## config.mk

```make
export PLATFORM = sky130hd
export DESIGN_NAME = alu_arbiter
export DESIGN_NICKNAME = d
export VERILOG_FILES = /design/src/rtl/alu_arb_pkg.sv /design/src/rtl/rr_arb2.sv /design/src/rtl/alu_arbiter.sv
export SDC_FILE = /design/constraint.sdc
export NUM_CORES = 1
export LEC_CHECK = 0
export BUFFER_PORTS_ARGS = -buffer_cell sky130_fd_sc_hd__buf_2
export CAP_MARGIN = 30
export CELL_PAD_IN_SITES_DETAIL_PLACEMENT = 1
export CELL_PAD_IN_SITES_GLOBAL_PLACEMENT = 2
export CORE_MARGIN = 1.5
export CORE_UTILIZATION = 26
export CTS_CLUSTER_SIZE = 24
export DETAILED_ROUTE_END_ITERATION = 8
export PLACE_DENSITY_LB_ADDON = 0.1
export SYNTH_ARGS = -nofsm -noshare
export SYNTH_HDL_FRONTEND = slang
export SYNTH_HIERARCHICAL = 1
export SYNTH_SLANG_ARGS = --single-unit
```

## constraint.sdc

```tcl
create_clock -name clk -period 2.4 [get_ports clk]
set_input_delay 0.36 -clock clk [delete_from_list [all_inputs] [get_ports clk]]
set_output_delay 0.36 -clock clk [all_outputs]
set_load 0.01 [all_outputs]
```

## src/rtl/alu_arb_pkg.sv

```systemverilog
// Shared types and constants for the two-client ALU arbiter.
package alu_arb_pkg;

    // Sequencer states: IDLE accepts, EXEC captures the ALU result, RESP returns it.
    typedef enum logic [1:0] {
        IDLE = 2'd0,
        EXEC = 2'd1,
        RESP = 2'd2
    } alu_arb_state_e;

    // ALU control encodings understood by the shared ALU.
    localparam logic [2:0] ALU_AND = 3'b000;
    localparam logic [2:0] ALU_OR  = 3'b001;
    localparam logic [2:0] ALU_ADD = 3'b010;
    localparam logic [2:0] ALU_SUB = 3'b110;
    localparam logic [2:0] ALU_SLT = 3'b111;

endpackage

```

## src/rtl/rr_arb2.sv

```systemverilog
// Combinational two-way round-robin grant with optional lock ownership.
// When lock_active is set only lock_owner may be granted; otherwise the
// requester that was not served last wins a tie.
module rr_arb2 (
    input  logic valid0,
    input  logic valid1,
    input  logic last,
    input  logic lock_active,
    input  logic lock_owner,
    output logic gnt0,
    output logic gnt1
);

    // One-hot grant selection from valids, last winner and lock state.
    always_comb begin
        gnt0 = 1'b0;
        gnt1 = 1'b0;
        if (lock_active) begin
            if (lock_owner) gnt1 = valid1;
            else            gnt0 = valid0;
        end else if (valid0 && valid1) begin
            if (last) gnt0 = 1'b1;
            else      gnt1 = 1'b1;
        end else begin
            gnt0 = valid0;
            gnt1 = valid1;
        end
    end

endmodule

```

## src/rtl/alu_arbiter.sv

```systemverilog
// Two-requester arbiter/sequencer in front of a shared single-cycle ALU.
// Optional feature: define ALU_ARB_LOCK_EN to add req0_lock/req1_lock, which
// let a client keep exclusive ownership of the ALU across operations.
//
// Handshakes: a transfer happens on a rising clk edge where valid and ready
// are both high. Requesters hold valid/operands until they see ready; ready is
// only ever high in IDLE for the granted client. Responses hold rsp valid and
// data stable until the client raises rsp ready.
module alu_arbiter
    import alu_arb_pkg::*;
#(
    parameter int WIDTH = 32
) (
    input  logic             clk,
    input  logic             rst_n,
    input  logic             req0_valid,
    output logic             req0_ready,
    input  logic [WIDTH-1:0] req0_srca,
    input  logic [WIDTH-1:0] req0_srcb,
    input  logic [2:0]       req0_ctrl,
    input  logic             req1_valid,
    output logic             req1_ready,
    input  logic [WIDTH-1:0] req1_srca,
    input  logic [WIDTH-1:0] req1_srcb,
    input  logic [2:0]       req1_ctrl,
    output logic             rsp0_valid,
    input  logic             rsp0_ready,
    output logic [WIDTH-1:0] rsp0_data,
    output logic             rsp1_valid,
    input  logic             rsp1_ready,
    output logic [WIDTH-1:0] rsp1_data,
`ifdef ALU_ARB_LOCK_EN
    input  logic             req0_lock,
    input  logic             req1_lock,
`endif
    output logic [WIDTH-1:0] alu_srca,
    output logic [WIDTH-1:0] alu_srcb,
    output logic [2:0]       alu_ctrl,
    input  logic [WIDTH-1:0] alu_out,
    output alu_arb_state_e   dbg_state
);

    alu_arb_state_e   state_q, state_d;
    logic             last_q;
    logic             winner_q;
    logic [WIDTH-1:0] result_q;
    logic             gnt0, gnt1;
    logic             accept;
    logic             rsp_hs;
    logic             lock_active;
    logic             lock_owner;

    rr_arb2 u_rr_arb2 (
        .valid0      (req0_valid),
        .valid1      (req1_valid),
        .last        (last_q),
        .lock_active (lock_active),
        .lock_owner  (lock_owner),
        .gnt0        (gnt0),
        .gnt1        (gnt1)
    );

    assign req0_ready = (state_q == IDLE) && gnt0;
    assign req1_ready = (state_q == IDLE) && gnt1;
    assign accept     = req0_ready || req1_ready;

    assign rsp0_valid = (state_q == RESP) && !winner_q;
    assign rsp1_valid = (state_q == RESP) &&  winner_q;
    assign rsp0_data  = rsp0_valid ? result_q : '0;
    assign rsp1_data  = rsp1_valid ? result_q : '0;
    assign rsp_hs     = (rsp0_valid && rsp0_ready) || (rsp1_valid && rsp1_ready);

    assign dbg_state  = state_q;

    // State register.
    always_ff @(posedge clk or negedge rst_n) begin
        if (!rst_n) state_q <= IDLE;
        else        state_q <= state_d;
    end

    // Next-state logic: one accept, one execute cycle, then hold until taken.
    always_comb begin
        state_d = state_q;
        case (state_q)
            IDLE:    if (accept) state_d = EXEC;
            EXEC:    state_d = RESP;
            RESP:    if (rsp_hs) state_d = IDLE;
            default: state_d = IDLE;
        endcase
    end

    // Operand registers, winner, result capture and round-robin pointer.
    always_ff @(posedge clk or negedge rst_n) begin
        if (!rst_n) begin
            alu_srca <= '0;
            alu_srcb <= '0;
            alu_ctrl <= ALU_AND;
            winner_q <= 1'b0;
            result_q <= '0;
            last_q   <= 1'b1;
        end else begin
            if (accept) begin
                winner_q <= gnt1;
                if (gnt1) begin
                    alu_srca <= req1_srca;
                    alu_srcb <= req1_srcb;
                    alu_ctrl <= req1_ctrl;
                end else begin
                    alu_srca <= req0_srca;
                    alu_srcb <= req0_srcb;
                    alu_ctrl <= req0_ctrl;
                end
            end
            if (state_q == EXEC) result_q <= alu_out;
            // The pointer moves only once the result is delivered.
            if (rsp_hs) last_q <= winner_q;
        end
    end

`ifdef ALU_ARB_LOCK_EN
    logic lock_active_q;
    logic lock_owner_q;

    // Lock follows the lock bit of every accepted op; only the owner can be
    // accepted while locked, so an unlocked op from the owner releases it.
    always_ff @(posedge clk or negedge rst_n) begin
        if (!rst_n) begin
            lock_active_q <= 1'b0;
            lock_owner_q  <= 1'b0;
        end else if (accept) begin
            lock_active_q <= gnt1 ? req1_lock : req0_lock;
            lock_owner_q  <= gnt1;
        end
    end

    assign lock_active = lock_active_q;
    assign lock_owner  = lock_owner_q;
`else
    assign lock_active = 1'b0;
    assign lock_owner  = 1'b0;
`endif

endmodule
```

Word-level counts from Yosys, hierarchy flattened:

Index checks and enable logic that the tools add are counted.

* bits in registers: 103
* bits in latches: 0
* bits in writable memories: 0
* memory bits (read-only): 0
* input port bits: 172
* output and inout bits: 137
* logic and storage cells: 35
* memories: 0

* add/sub/neg operators: 0
* multiply operators: 0
* div/mod/pow operators: 0
* $lt $le $gt $ge: 0
* equal/unequal tests: 4
* shift operators: 0
* muxes and demuxes: 12
* bitwise operators: 0
* reductions and logical operators: 12

Operator list (count)
* 32-bit 2-to-1 mux: 4
* 1-bit logical AND: 7
* 2-bit one-hot mux with 3 select lines: 1
* 1-bit 2-to-1 mux: 4
* 2-bit 2-to-1 mux: 2
* 2-bit != test (second input constant): 2
* 3-bit 2-to-1 mux: 1
* 2-bit by 1-bit equality test with 1-bit output (second input constant): 1
* 2-bit equality test (second input constant): 1
* 2-bit zero test: 1
* 1-bit logical OR: 2
* 2-bit AND reduction: 1
* 1-bit zero test: 1

Longest topological paths before layout:

* depth after elaboration: 6
* mapped depth: 8
* depth with buffers taken out: 4

Hierarchy:

Netlist, hierarchy kept.

Modules (own cells, without submodules)
* alu_arbiter: times used 1, cells an instance 376, area an instance 5158.7 sq um, sequential area each 2578.7 sq um
* rr_arb2: times used 1, cells an instance 6, area an instance 37.5 sq um, sequential area each 0.0 sq um

Least setup slack after synthesis:

No wires, ideal clock.

* path kind: input to register
* start: input req0_valid
* end: register alu_ctrl[0]
* data arrival time: 1.747 ns
* setup slack: 0.528 ns
* cell stages on the path: 5
* buffers on the path: 2
* cells stage by stage: a311oi_1 -> buf_6 -> clkbuf_1 -> mux2_2 -> mux2_2

* word-level cells in the longest chain between the ends: 4
* elaborated cells on any way between the ends: 7

Ends and longest elaborated chain
* start, declared: line alu_arbiter.sv:16 `input logic req0_valid,`
* 1-bit logical AND: line rr_arb2.sv:21 `end else if (valid0 && valid1) begin`
* 1-bit 2-to-1 mux: line rr_arb2.sv:21
* 1-bit logical AND, on equally long branches: line alu_arbiter.sv:63, alu_arbiter.sv:64
* 1-bit logical OR: line alu_arbiter.sv:65 `assign accept = req0_ready || req1_ready;`
* end signal, assigned: line alu_arbiter.sv:107 `alu_ctrl <= req1_ctrl;`
* end signal, assigned: line alu_arbiter.sv:111 `alu_ctrl <= req0_ctrl;`
* end, declared: line alu_arbiter.sv:38 `output logic [2:0] alu_ctrl,`

Several ways; a longest one is shown, not always the timed one.
A chain may end at the register's enable or synchronous reset.

Final worst setup path:

* start: register state_q[0] (netlist: dbg_state[0])
* end: output rsp0_data[4]

* word-level cells in the longest chain between the ends: 3

Ends and longest elaborated chain
* start, declared: line alu_arbiter.sv:43 `alu_arb_state_e state_q, state_d;`
* start signal, assigned: line alu_arbiter.sv:78 `else state_q <= state_d;`
* 2-bit equality test: line alu_arbiter.sv:67 `assign rsp0_valid = (state_q == RESP) && !winner_q;`
* 1-bit logical AND: line alu_arbiter.sv:67
* 32-bit 2-to-1 mux: line alu_arbiter.sv:69 `assign rsp0_data = rsp0_valid ? result_q : '0;`
* end, declared: line alu_arbiter.sv:28 `output logic [WIDTH-1:0] rsp0_data,`

No other way between the ends.

==> results.tsv <==
stage	metric	value	unit
synthesis	async_reset_ff_share	100.0	%
cts	ctsRootBufferMaster	clkbuf_16	
sta	grt_setup_unrepaired	no	
place	dp_hpwl	12.30	mm
critical_path	endpoint_kind	output pin	
critical_path	worst-path-max-fanout	33	
pwr	power_leakage	3.715	nW
synthesis	synthesis.area	5196	sq um
grt	busiest_layer	met2	
drt	first_pass_iters	4	
cts	path_clk_slew	0.07	ns
grt	use_met3	5.232	%
cts	cts-hold-fix-buffers	0	
synthesis	synth_flop_cell	dfrtp_1	
cts	insertion_delay	0.35	ns
cells_and_area	fin_area	7417	sq um
hold_path	hold_path_class	input port to async pin	
drt	drtIter0Drc	72	
sta	period_share	86.96	%
critical_path	r2r_start	last_q$_DFFE_PN1P_	
sta	worst_pin_slew	0.6618	ns
die	initial_core_util	26.61	%
place	io_buffers	308	
sta	finalHoldViolations	0	
sta	max_slew_margin	55.88	%
cts	clock_sinks	103	
synthesis	ys_seq_area_share	49.63	%
synthesis	yosys_warnings	6	
drt	post_drt_wl_per_cell	16.36	microns
drt	dr_total_vias	4133	
die	core-area	19530	sq um
cts	cts.htree.levels	3	
synthesis	syn_area_per_cell	13.60	sq um
grt	grt_pass1_wl	24.03	mm
sta	clock_skew	0.006738	ns
critical_path	crit_path_start_kind	flip-flop	
critical_path	crit_type	flip-flop to output pin	
sta	fin_crit	2.087	ns
synthesis	synth.distinct_cells	21	
synthesis	synth_edf_count	0	
grt	gr-total-overflow	0	
cts	postCtsSetupBuffers	0	
synthesis	synth_cells	382	
critical_path	crit_path_start	dbg_state[0]$_DFFE_PN0P_	
drt	final_antenna_net_count	0	
drt	via_per_inst	4.296	
cells_and_area	final_util	37.99	%
grt	grt_use_total	15.30	%
drt	drc	0	
grt	first_global_vias	4391	
die	num_io_pins	309	
pwr	vdd_drop_max	0.4019	mV
die	die_h	144.4	microns
grt	antenna_found_initial	2	
place	gp_congestion	0.7534	
sta	maxSlewViolCount	0	
die	die_w	144.4	microns
synthesis	ys_ff_latch	103	
pwr	power_density	1138	nW/um^2
place	placed_cell_area	7116	sq um
critical_path	critPathRequiredTime	2.04	ns
sta	setup-tns-final	0	ns
grt	grt_max_degree	50	
cells_and_area	syn2layout_area_growth	42.74	%
die	fp-row-count	51	
sta	setup_viol	0	
die	dieArea	20840	sq um
cts	clockBufferDepth	2	
sta	fmax	479.2	MHz
job	drv_cap	0	
cts	cts-buffers-inserted	9	
drt	drt-total-wl	15.74	mm
grt	use_met1	16.46	%
cts	cts.repair.resized	0	
sta	whs	0.03372	ns
outcome	status	complete, no violations	
grt	use_met2	27.52	%
cells_and_area	finalNetCount	863	
cts	cts_tree	done	
critical_path	crit_arrival	1.73	ns
cells_and_area	drive_gt1_share	72.27	%
[placed cells by master, fill, tap and decap left out, types with 3 or more instances in the layout]
master and instances:
and2_1 66, buf_12 5, buf_2 307, buf_4 7, clkbuf_16 9, clkinv_2 3
conb_1 6, dfrtp_1 102, inv_1 4, mux2_1 3, mux2_2 144, mux2_4 19
nor2_1 3
[registers in the layout (all words and copies together), names as in the netlist]
signal / count
result_q: 32
alu_srcb: 32
dbg_state: 2
alu_srca: 32
winner_q: 1
last_q: 1
alu_ctrl: 3
[final cells by class]
cell class,instances,area [sq um]
diodes,1,2.502
clock buffers,10,239.0
clock inverters,6,60.06
fillers,2254,12110
inverters,4,15.01
multi-input cells,254,2501
flip-flops and latches,103,2579
well taps,265,331.6
repair buffers,319,1689
[critical path, cell delays in order, from the launching register on]
cell and delay (ns):
dfrtp_1 0.40, nand2b_1 0.22, nor2_1 0.12, buf_4 0.30
and2_1 0.19, buf_2 0.14
[synth_stat cells (2+ instances only)]
master	instances	area share [%]
and2_1	66	7.9
buf_2	10	0.96
buf_6	5	1.1
clkbuf_1	11	0.79
dfrtp_1	102	49
inv_1	4	0.29
mux2_1	3	0.65
mux2_2	144	31
mux2_4	19	5.5
nand2_1	2	0.14
nor2_1	3	0.22
nor2b_1	2	0.24
o21ai_0	2	0.19
o21bai_1	2	0.29
[power breakdown]
part / total [mW] / internal [mW] / leakage, nW / switching, mW
logic: 3.78 / 2.06 / 2.36 / 1.72
clock network: 1.50 / 0.832 / 0.144 / 0.667
registers: 3.16 / 2.64 / 1.21 / 0.513
[cell families (layout without fill, tap and decap cells)]
family	count (synthesis)	count (layout)	synth area share [%]
AND/OR/NAND/NOR	74	74	8.669
other	1	7	0.07217
flip-flops	103	103	49.63
AO/OA/AOI/OAI	8	8	1.156
multiplexers	166	166	37.35
buffers and inverters	30	339	3.130
[layer usage]
metal | share of wire [%] | routed length [microns]
met1 | 38 | 5927
met2 | 51 | 8094
met3 | 8.8 | 1387
met4 | 2.0 | 317
met5 | 0.064 | 10
[final timing paths]
check | end | slack, ns | cells after the start
max in group asynchronous | result_q[6]$_DFFE_PN0N_ | 1.63 | 2
min reg2reg | alu_srcb[16]$_DFFE_PN0P_ | 0.50 | 1
min in group clk | result_q[18]$_DFFE_PN0N_ | 0.24 | 2
max | rsp0_data[4] | 0.31 | 5
max reg2reg | alu_srcb[8]$_DFFE_PN0P_ | 0.50 | 4
min | result_q[2]$_DFFE_PN0N_ | 0.03 | 1
[metrics by stage]
stage | total power [mW] | setup WS, ns | std cells
finish | 8.438 | 0.3130 | 962
floorplan | 5.449 | 0.5281 | 387
global route | 9.059 | 0.1712 | 962
global placement | 6.942 | 0.3630 | 945
CTS | 8.625 | 0.2567 | 961
detailed placement | 7.081 | 0.2874 | 945
Power figures use the tool's default switching activity.
